File: config.mk
export PLATFORM = sky130hd
export DESIGN_NAME = fifo_rr_scheduler
export DESIGN_NICKNAME = d
export VERILOG_FILES = /design/src/rtl/fifo_rr_scheduler.sv
export SDC_FILE = /design/constraint.sdc
export NUM_CORES = 1
export LEC_CHECK = 0
export BUFFER_PORTS_ARGS = -buffer_cell sky130_fd_sc_hd__buf_4
export CAP_MARGIN = 30
export CORE_MARGIN = 10
export CORE_UTILIZATION = 43
export CTS_BUF_LIST = sky130_fd_sc_hd__clkbuf_4
export DETAILED_ROUTE_END_ITERATION = 16
export GPL_TIMING_DRIVEN = 0
export PLACE_DENSITY = 0.81
export SYNTH_ARGS = -nofsm -noshare
export SYNTH_HDL_FRONTEND = slang
export SYNTH_SLANG_ARGS = --single-unit
File: constraint.sdc
create_clock -name clk -period 1.7 [get_ports clk]
set_input_delay 0.085 -clock clk [delete_from_list [all_inputs] [get_ports clk]]
set_output_delay 0.085 -clock clk [all_outputs]
set_load 0.01 [all_outputs]
File: src/rtl/fifo_rr_scheduler.sv
// fifo_rr_scheduler: drains NUM_CH source FIFOs into one sink FIFO using
// round-robin arbitration. It also programs the almost-empty and almost-full
// thresholds of every FIFO through a small control FSM.
module fifo_rr_scheduler #(
  parameter int NUM_CH    = 4,
  parameter int WORD_SIZE = 10,
  parameter int PTR_SIZE  = 3
) (
  input  logic                        clk,
  input  logic                        reset,
  input  logic                        init,
  input  logic [PTR_SIZE-1:0]         umbral_ae_in,
  input  logic [PTR_SIZE-1:0]         umbral_af_in,
  input  logic [NUM_CH-1:0]           fifo_empty,
  input  logic [NUM_CH-1:0]           fifo_error,
  input  logic [NUM_CH*WORD_SIZE-1:0] fifo_data,
  input  logic                        out_almost_full,
  input  logic                        out_full,
  output logic [NUM_CH-1:0]           fifo_rd,
  output logic                        out_push,
  output logic [WORD_SIZE-1:0]        out_data,
  output logic [PTR_SIZE-1:0]         cfg_ae,
  output logic [PTR_SIZE-1:0]         cfg_af,
  output logic                        cfg_load,
  output logic [2:0]                  state,
  output logic                        idle_out,
  output logic                        error_out
);

  localparam int CH_W = (NUM_CH > 1) ? $clog2(NUM_CH) : 1;

  localparam logic [2:0] ST_RESET  = 3'd0;
  localparam logic [2:0] ST_INIT   = 3'd1;
  localparam logic [2:0] ST_IDLE   = 3'd2;
  localparam logic [2:0] ST_ACTIVE = 3'd3;
  localparam logic [2:0] ST_ERROR  = 3'd4;

  localparam logic [PTR_SIZE-1:0] AE_DEFAULT = PTR_SIZE'(2);
  localparam logic [PTR_SIZE-1:0] AF_DEFAULT = PTR_SIZE'(6);

  logic [2:0]      state_q, state_nx;
  logic [CH_W-1:0] last_grant;
  logic            push_pending;   // a pop was granted last cycle
  logic [CH_W-1:0] push_idx;       // channel that pop came from
  logic [NUM_CH-1:0] eligible;
  logic            grant_valid;
  logic [CH_W-1:0] grant_idx;
  int              rr_idx;

  assign state     = state_q;
  assign cfg_load  = (state_q == ST_INIT);
  assign idle_out  = (state_q == ST_IDLE);
  assign error_out = (state_q == ST_ERROR);
  assign out_push  = push_pending;

  // Word returns one cycle after the pop, so it is taken from the registered channel.
  assign out_data = push_pending ? fifo_data[push_idx*WORD_SIZE +: WORD_SIZE] : '0;

  // Per-channel eligibility. The channel popped last cycle is masked because its
  // empty flag has not caught up with that pop yet. Grants pause while a
  // reload is requested so the in-flight push can drain.
  always_comb begin
    for (int i = 0; i < NUM_CH; i++) begin
      eligible[i] = (state_q == ST_ACTIVE) && !init && !fifo_empty[i] &&
                    !out_almost_full && !(push_pending && (push_idx == CH_W'(i)));
    end
  end

  // Round-robin search starting one past the last granted channel.
  always_comb begin
    // NOTE: every variable gets a default before any branch; otherwise paths that skip an assignment would infer latches.
    grant_valid = 1'b0;
    grant_idx   = last_grant;
    rr_idx      = 0;
    for (int k = 1; k <= NUM_CH; k++) begin
      rr_idx = (int'(last_grant) + k) % NUM_CH;
      if (!grant_valid && eligible[CH_W'(rr_idx)]) begin
        grant_valid = 1'b1;
        grant_idx   = CH_W'(rr_idx);
      end
    end
    fifo_rd = grant_valid ? (NUM_CH'(1) << grant_idx) : '0;
  end

  // Next-state logic. Error conditions override everything except RESET.
  always_comb begin
    state_nx = state_q;
    case (state_q)
      ST_RESET:  state_nx = ST_INIT;
      ST_INIT:   if (!init) state_nx = ST_IDLE;
      ST_IDLE: begin
        if (init)                  state_nx = ST_INIT;
        else if (!(&fifo_empty))   state_nx = ST_ACTIVE;
      end
      ST_ACTIVE: begin
        if (init) begin
          if (!push_pending)       state_nx = ST_INIT;
        end else if ((&fifo_empty) && !push_pending) begin
          state_nx = ST_IDLE;
        end
      end
      ST_ERROR:  state_nx = ST_ERROR;
      default:   state_nx = ST_ERROR;
    endcase
    if ((state_q != ST_RESET) && ((|fifo_error) || (out_full && push_pending)))
      state_nx = ST_ERROR;
  end

  // State, threshold and arbitration registers.
  always_ff @(posedge clk or posedge reset) begin
    if (reset) begin
      state_q      <= ST_RESET;
      cfg_ae       <= AE_DEFAULT;
      cfg_af       <= AF_DEFAULT;
      last_grant   <= CH_W'(NUM_CH - 1);
      push_pending <= 1'b0;
      push_idx     <= '0;
    end else begin
      // NOTE: sequential state uses non-blocking assignments so all registers update from pre-edge values.
      state_q      <= state_nx;
      if (state_q == ST_INIT) begin
        cfg_ae <= umbral_ae_in;
        cfg_af <= umbral_af_in;
      end
      push_pending <= grant_valid;
      if (grant_valid) begin
        last_grant <= grant_idx;
        push_idx   <= grant_idx;
      end
    end
  end

endmodule

# ---- Word-level counts from Yosys, hierarchy flattened
# Cells that the tools add are included.
# W data, S select, Z words.
dict set report op_classes {
  eq_ne 11
  shifts 2
  n_bitwise 0
  n_addsub 4
  magnitude_cmp 4
  n_mul 1
  div_mod_pow 0
  n_reduce_logical 44
  muxes 30
}
# op n
set ops {}
lappend ops {{$shiftx A40 B7 Y10} 1}
lappend ops {{$logic_and A1 B1 Y1} 23}
lappend ops {{$mux W3} 7}
lappend ops {{$lt A2 B4 Y1 const B} 4}
lappend ops {{$logic_not A1 Y1} 14}
lappend ops {{$mux W1} 12}
lappend ops {{$pmux W3 S4} 1}
lappend ops {{$mux W10} 1}
lappend ops {{$bmux W1 S2} 4}
lappend ops {{$mux W2} 4}
lappend ops {{$ne A4 B3 Y1 const B} 2}
lappend ops {{$reduce_and A4 Y1} 2}
lappend ops {{$eq A3 B2 Y1 const B} 2}
lappend ops {{$mul A2 B3 Y5 const B} 1}
lappend ops {{$add A2 B1 Y2 const B} 2}
lappend ops {{$add A2 B2 Y2 const B} 2}
lappend ops {{$eq A2 B2 Y1 const B} 2}
lappend ops {{$mux W4} 1}
lappend ops {{$ne A4 B2 Y1 const B} 1}
lappend ops {{$reduce_or A4 Y1} 1}
lappend ops {{$shl A1 B2 Y4 const A} 1}
lappend ops {{$eq A3 B1 Y1 const B} 1}
lappend ops {{$eq A3 B3 Y1 const B} 1}
lappend ops {{$logic_not A3 Y1} 1}
lappend ops {{5 further kinds} 5}
dict set report word_totals {
  n_memories 0
  word_cells 102
  inputBits 59
  latchBits 0
  regBits 14
  mem_bits_rw 0
  rom_bits 0
}

# ---- Logic depth before layout (Yosys ltp)
dict set report logic_depth {
  depth_word 20
  mapped_depth 6
  mapped_depth_nobuf 5
}

# ---- Least setup slack after synthesis
# OpenSTA, ideal clock, no wires.
dict set report synth_timing {
  path_type {flip-flop to output port}
  start {register state_q[2], in the netlist state[2]}
  end {output fifo_rd[0]}
  slack_ps 60
  arrival_ps 1555
  stages_incl_launch_ff 6
  required_ps 1615
  path_cell_list {dfrtp_1 nand2b_2 or3_4 nand2_2 nand3_2 nor3_1}
}
dict set report synth_via {
  elab_chain_cells 20
  elab_cells_between_ends 42
  cone_classes {1 x eq/ne; 1 x shift; 21 x mux; 19 x reduce/logical}
}
# element line
set synth_lines {}
lappend synth_lines {{start: declaration} 41} ;# logic [2:0] state_q, state_nx;
lappend synth_lines {{start signal: assignment} 120} ;# state_q <= state_nx;
lappend synth_lines {{$eq A3 B2 Y1 (*)} 64} ;# eligible[i] = (state_q == ST_ACTIVE) && !init && !fifo_empty[i] &&
lappend synth_lines {{$logic_and A1 B1 Y1 (*)} 64}
lappend synth_lines {{$logic_and A1 B1 Y1 (2 in series)} 64}
lappend synth_lines {{$logic_and A1 B1 Y1} 65} ;# !out_almost_full && !(push_pending && (push_idx == CH_W'(i)));
lappend synth_lines {{$bmux W1 S2} 77} ;# if (!grant_valid && eligible[CH_W'(rr_idx)]) begin
lappend synth_lines {{$mux W1 (not written as such) (2 in series)} 77}
lappend synth_lines {{$mux W1} 77}
lappend synth_lines {{$logic_not A1 Y1} 77}
lappend synth_lines {{[2 not listed]} --}
lappend synth_lines {{$logic_not A1 Y1} 77}
lappend synth_lines {{$logic_and A1 B1 Y1} 77}
lappend synth_lines {{$mux W1} 77}
lappend synth_lines {{$logic_not A1 Y1} 77}
lappend synth_lines {{$logic_and A1 B1 Y1} 77}
lappend synth_lines {{$mux W2} 77}
lappend synth_lines {{$shl A1 B2 Y4} 82} ;# fifo_rd = grant_valid ? (NUM_CH'(1) << grant_idx) : '0;
lappend synth_lines {{$mux W4 (*)} 82}
lappend synth_lines {{end: declaration} 19} ;# output logic [NUM_CH-1:0] fifo_rd,
# Mark *: on every way between the ends. The rest lies on a longest branch, timed or not. The select of a mux whose other input is x is not followed.

# ---- Final worst setup path
dict set report layout_timing {
  start {register push_idx[0]}
  end {output fifo_rd[0]}
}
dict set report layout_via {
  elab_chain_cells 19
  elab_cells_between_ends 44
  cone_classes {3 x eq/ne; 1 x shift; 21 x mux; 19 x reduce/logical}
}
# element line
set layout_lines {}
lappend layout_lines {{start: declaration} 44} ;# logic [CH_W-1:0] push_idx;
lappend layout_lines {{start signal: assignment} 128} ;# push_idx <= grant_idx;
lappend layout_lines {{$eq A2 B1 Y1, or another cell as far along} 65}
lappend layout_lines {{$logic_and A1 B1 Y1} 65}
lappend layout_lines {{$logic_not A1 Y1} 65}
lappend layout_lines {{$logic_and A1 B1 Y1} 65}
lappend layout_lines {{$bmux W1 S2} 77}
lappend layout_lines {{$mux W1 (not written as such) (2 in series)} 77}
lappend layout_lines {{$mux W1} 77}
lappend layout_lines {{$logic_not A1 Y1} 77}
lappend layout_lines {{[2 not listed]} --}
lappend layout_lines {{$logic_not A1 Y1} 77}
lappend layout_lines {{$logic_and A1 B1 Y1} 77}
lappend layout_lines {{$mux W1} 77}
lappend layout_lines {{$logic_not A1 Y1} 77}
lappend layout_lines {{$logic_and A1 B1 Y1} 77}
lappend layout_lines {{$mux W2} 77}
lappend layout_lines {{$shl A1 B2 Y4} 82}
lappend layout_lines {{$mux W4 (*)} 82}
# Marked as above.

==> results.yml <==
global_route:
  antenna_found_initial: 0
  grt_pass1_wl_mm: 7.00
  grt_pass1_vias: 1461
  grt_max_degree: 15
  grt_overflow: 0
  track_usage_pct: 15.7
timing:
  slew_viol_final: 0
  period_share_pct: 115
  clock_skew_ns: 0.00236
  layout_setup_ws_ns: -0.254
  setup_viol: 14
  min_period_ns: 1.95
  fmax_mhz: 512
  rsz0062_at_grt: "true"
  hold_viol_final: 0
  tightest_slew_ns: 0.513
  relSlewSlack_pct: 65.8
critical_path:
  endpoint_kind: "output pin"
  crit_chain: "buf_4 -> mux2i_1 -> o21ai_4 -> mux2i_1 -> o211ai_2 -> nor3_2 -> buf_4"
  critPathLaunchType: "register"
  worstPathArrival_ns: 1.87
  r2r-start: "state[2]"
  path_max_fanout: 5
  path_class: "reg2out"
  crit_required_ns: 1.62
  max_stage_delay_ns: 0.40
  crit_path_start: "push_idx[0]"
  cpMaxStageDelayCell: "dfrtp_1"
  reg2reg_slack_ns: 0.06
clock_tree:
  clock_latency_ns: 0.27
  cts_made_buffers: 3
  root_buffer: "clkbuf_4"
  cts.sinks: 14
  cts_tree: "built"
  h-tree-depth: 1
  cts.clk_slew.worst_paths_ns: 0.08
  cts_buffer_depth: 2
floorplan:
  dieArea_mm2: 0.00557
  die_h_um: 74.6
  die_w_um: 74.6
  core-area_mm2: 0.00281
  num_rows: 19
  io_pins: 86
  initial_utilization_pct: 45.8
cells_and_area:
  synthToLayoutAreaGrowth_pct: 74.9
  fin_cells: 251
  stdcell_area_mm2: 0.00224
  n_antenna_cell: 0
  finalNetCount: 280
  layout-drive-gt1-share_pct: 75.0
pwr:
  ir_drop_uv: 482
  p_leak_uw: 0.000991
  power_density_mw_per_mm2: 353
  finalPower_uw: 792
yosys:
  ys_seq_elements: 14
  yosys.area.top_type: "dfrtp_1"
  ys.flop_type: "dfrtp_1"
  synth_cells: 116
  yosysTopAreaCellShare_pct: 17.5
  ys_types: 49
  syn-cell-area_mm2: 0.00128
  synth_nets: 175
  yosys-top-cells-area: "dfrtp_1 18%, mux4_2 18%, dfstp_2 10%"
  ys_top_cells_by_count: "10 x and2_1, 10 x mux4_2, 10 x nand2_1"
  async_reset_ff_share_pct: 100
  synth_edf_count: 0
  synth_warnings: 0
  yosysSeqAreaShare_pct: 27.8
  syn_avg_cell_area_um2: 11.1
drt:
  ant_nets: 0
  viasPerCell: 5.69
  drt_iter0_drc: 38
  vias: 1427
  wirelength_mm: 4.59
  dr.pass1.iters: 4
  routedWlPerCell_um: 18.3
  drc_errors: 0
placed_design:
  place_area_mm2: 0.00196
  place_ws_ns: -0.0358
  hpwlAfterDp_mm: 3.67
  gp_congestion: 0.847
  dp.cells: 232
  port_buffers: 85
min_path:
  min-delay-start: "umbral_ae_in[2]"
  min_path_type: "in2reg"
run_status:
  status: "complete, but fails checks"
  violations: "setup timing"
job:
  cap_violations: 0
-- cells in the final DEF, fill, tap and decap left out, types with 2 or more instances in the layout --
master,n
clkbuf_4,3
mux2_2,6
nor2_2,2
buf_2,2
nand2b_2,2
a21oi_2,2
dfstp_2,5
inv_1,2
mux2i_1,3
nor3b_1,3
o21ai_4,2
buf_4,87
dfrtp_1,8
a21oi_1,3
buf_6,16
and2_4,9
o211ai_1,2
mux4_2,10
o21ai_0,2
nand2_1,10
a211o_1,2
o221ai_2,2
nor2_1,4
-- kinds of logic (layout without fill, tap and decap cells) --
| group | after synthesis | count (layout) | synth area share (%) |
|---|---|---|---|
| buffers and inverters | 10 | 114 | 5.26 |
| DFF | 14 | 14 | 27.8 |
| muxes | 20 | 20 | 25.9 |
| AOI/OAI and AO/OA | 30 | 30 | 20.6 |
| and+or+nand+nor | 42 | 42 | 20.5 |
-- area by class of cell --
type / instances / area [µm²]
plain buffers: 8 / 78.8
clock buffers: 3 / 22.5
clock inverters: 1 / 3.75
fillers: 180 / 561
inverters: 2 / 7.51
multi-input cells: 92 / 937
flip-flops and latches: 14 / 358
well taps: 31 / 38.8
repair buffers: 100 / 798
-- critical path, delay by kind of cell (launching register included) --
family | cells | cell delay [ns]
multiplexers | 2 | 0.39
AND/OR/NAND/NOR | 1 | 0.13
AO/OA/AOI/OAI | 2 | 0.40
buffers and inverters | 2 | 0.28
flip-flops | 1 | 0.40
-- registers in the layout, indices dropped and copies added, names as in the netlist --
name	count
state	3
push_idx	2
out_push	1
cfg_ae	3
cfg_af	3
last_grant	2
-- metrics by stage --
| stage | utilization (%) | hold WS (ns) | setup TNS (ns) |
|---|---|---|---|
| 2_1_floorplan | - | -0.0294 | 0 |
| 3_3_place_gp | 69.9 | 0.138 | 0 |
| 3_5_place_dp | 69.9 | 0.153 | -0.0789 |
| 4_1_cts | 76.3 | 0.0344 | -2.47 |
| 5_1_grt | 80.0 | 0.0332 | -3.08 |
| 6_report | 80.0 | 0.0417 | -1.97 |
-- what timing repair did --
| item | 4_1_cts | 5_1_grt |
|---|---|---|
| setup buffers | 10 | 6 |
| endpoints found under the hold margin | 9 | 0 |
| cloned | 0 | 0 |
| pin swaps | 4 | 9 |
| setup endpoints to repair | 14 | 15 |
| gates resized for setup | 13 | 24 |
| hold buffers | 1 | 0 |
-- metal layers --
layer  GRT usage, %  share of wire [%]  vias up
met1           17.8                 40      691
met5              0                  0        -
met4           2.73               0.28        0
li1               -                  -      660
met3           5.12                 10        2
met2           28.4                 50       74
-- where the power goes --
part,internal [µW],switching [µW],leakage (µW),total [µW]
Combinational,156,82.7,0.000811,239
Sequential,358,11.8,0.000165,370
Clock,85.0,98.9,0.0000154,184
Total,599,193,0.000991,792
-- worst paths after layout --
kind	end	cells after the start
setup / recovery	fifo_rd[0]	7
hold / removal	cfg_ae[2]	2
setup reg to reg	push_idx[0]	6
hold reg to reg	cfg_ae[2]	1
max in group asynchronous	state[0]	3
min in group asynchronous	state[2]	3
(Power assumes the default switching activity.)
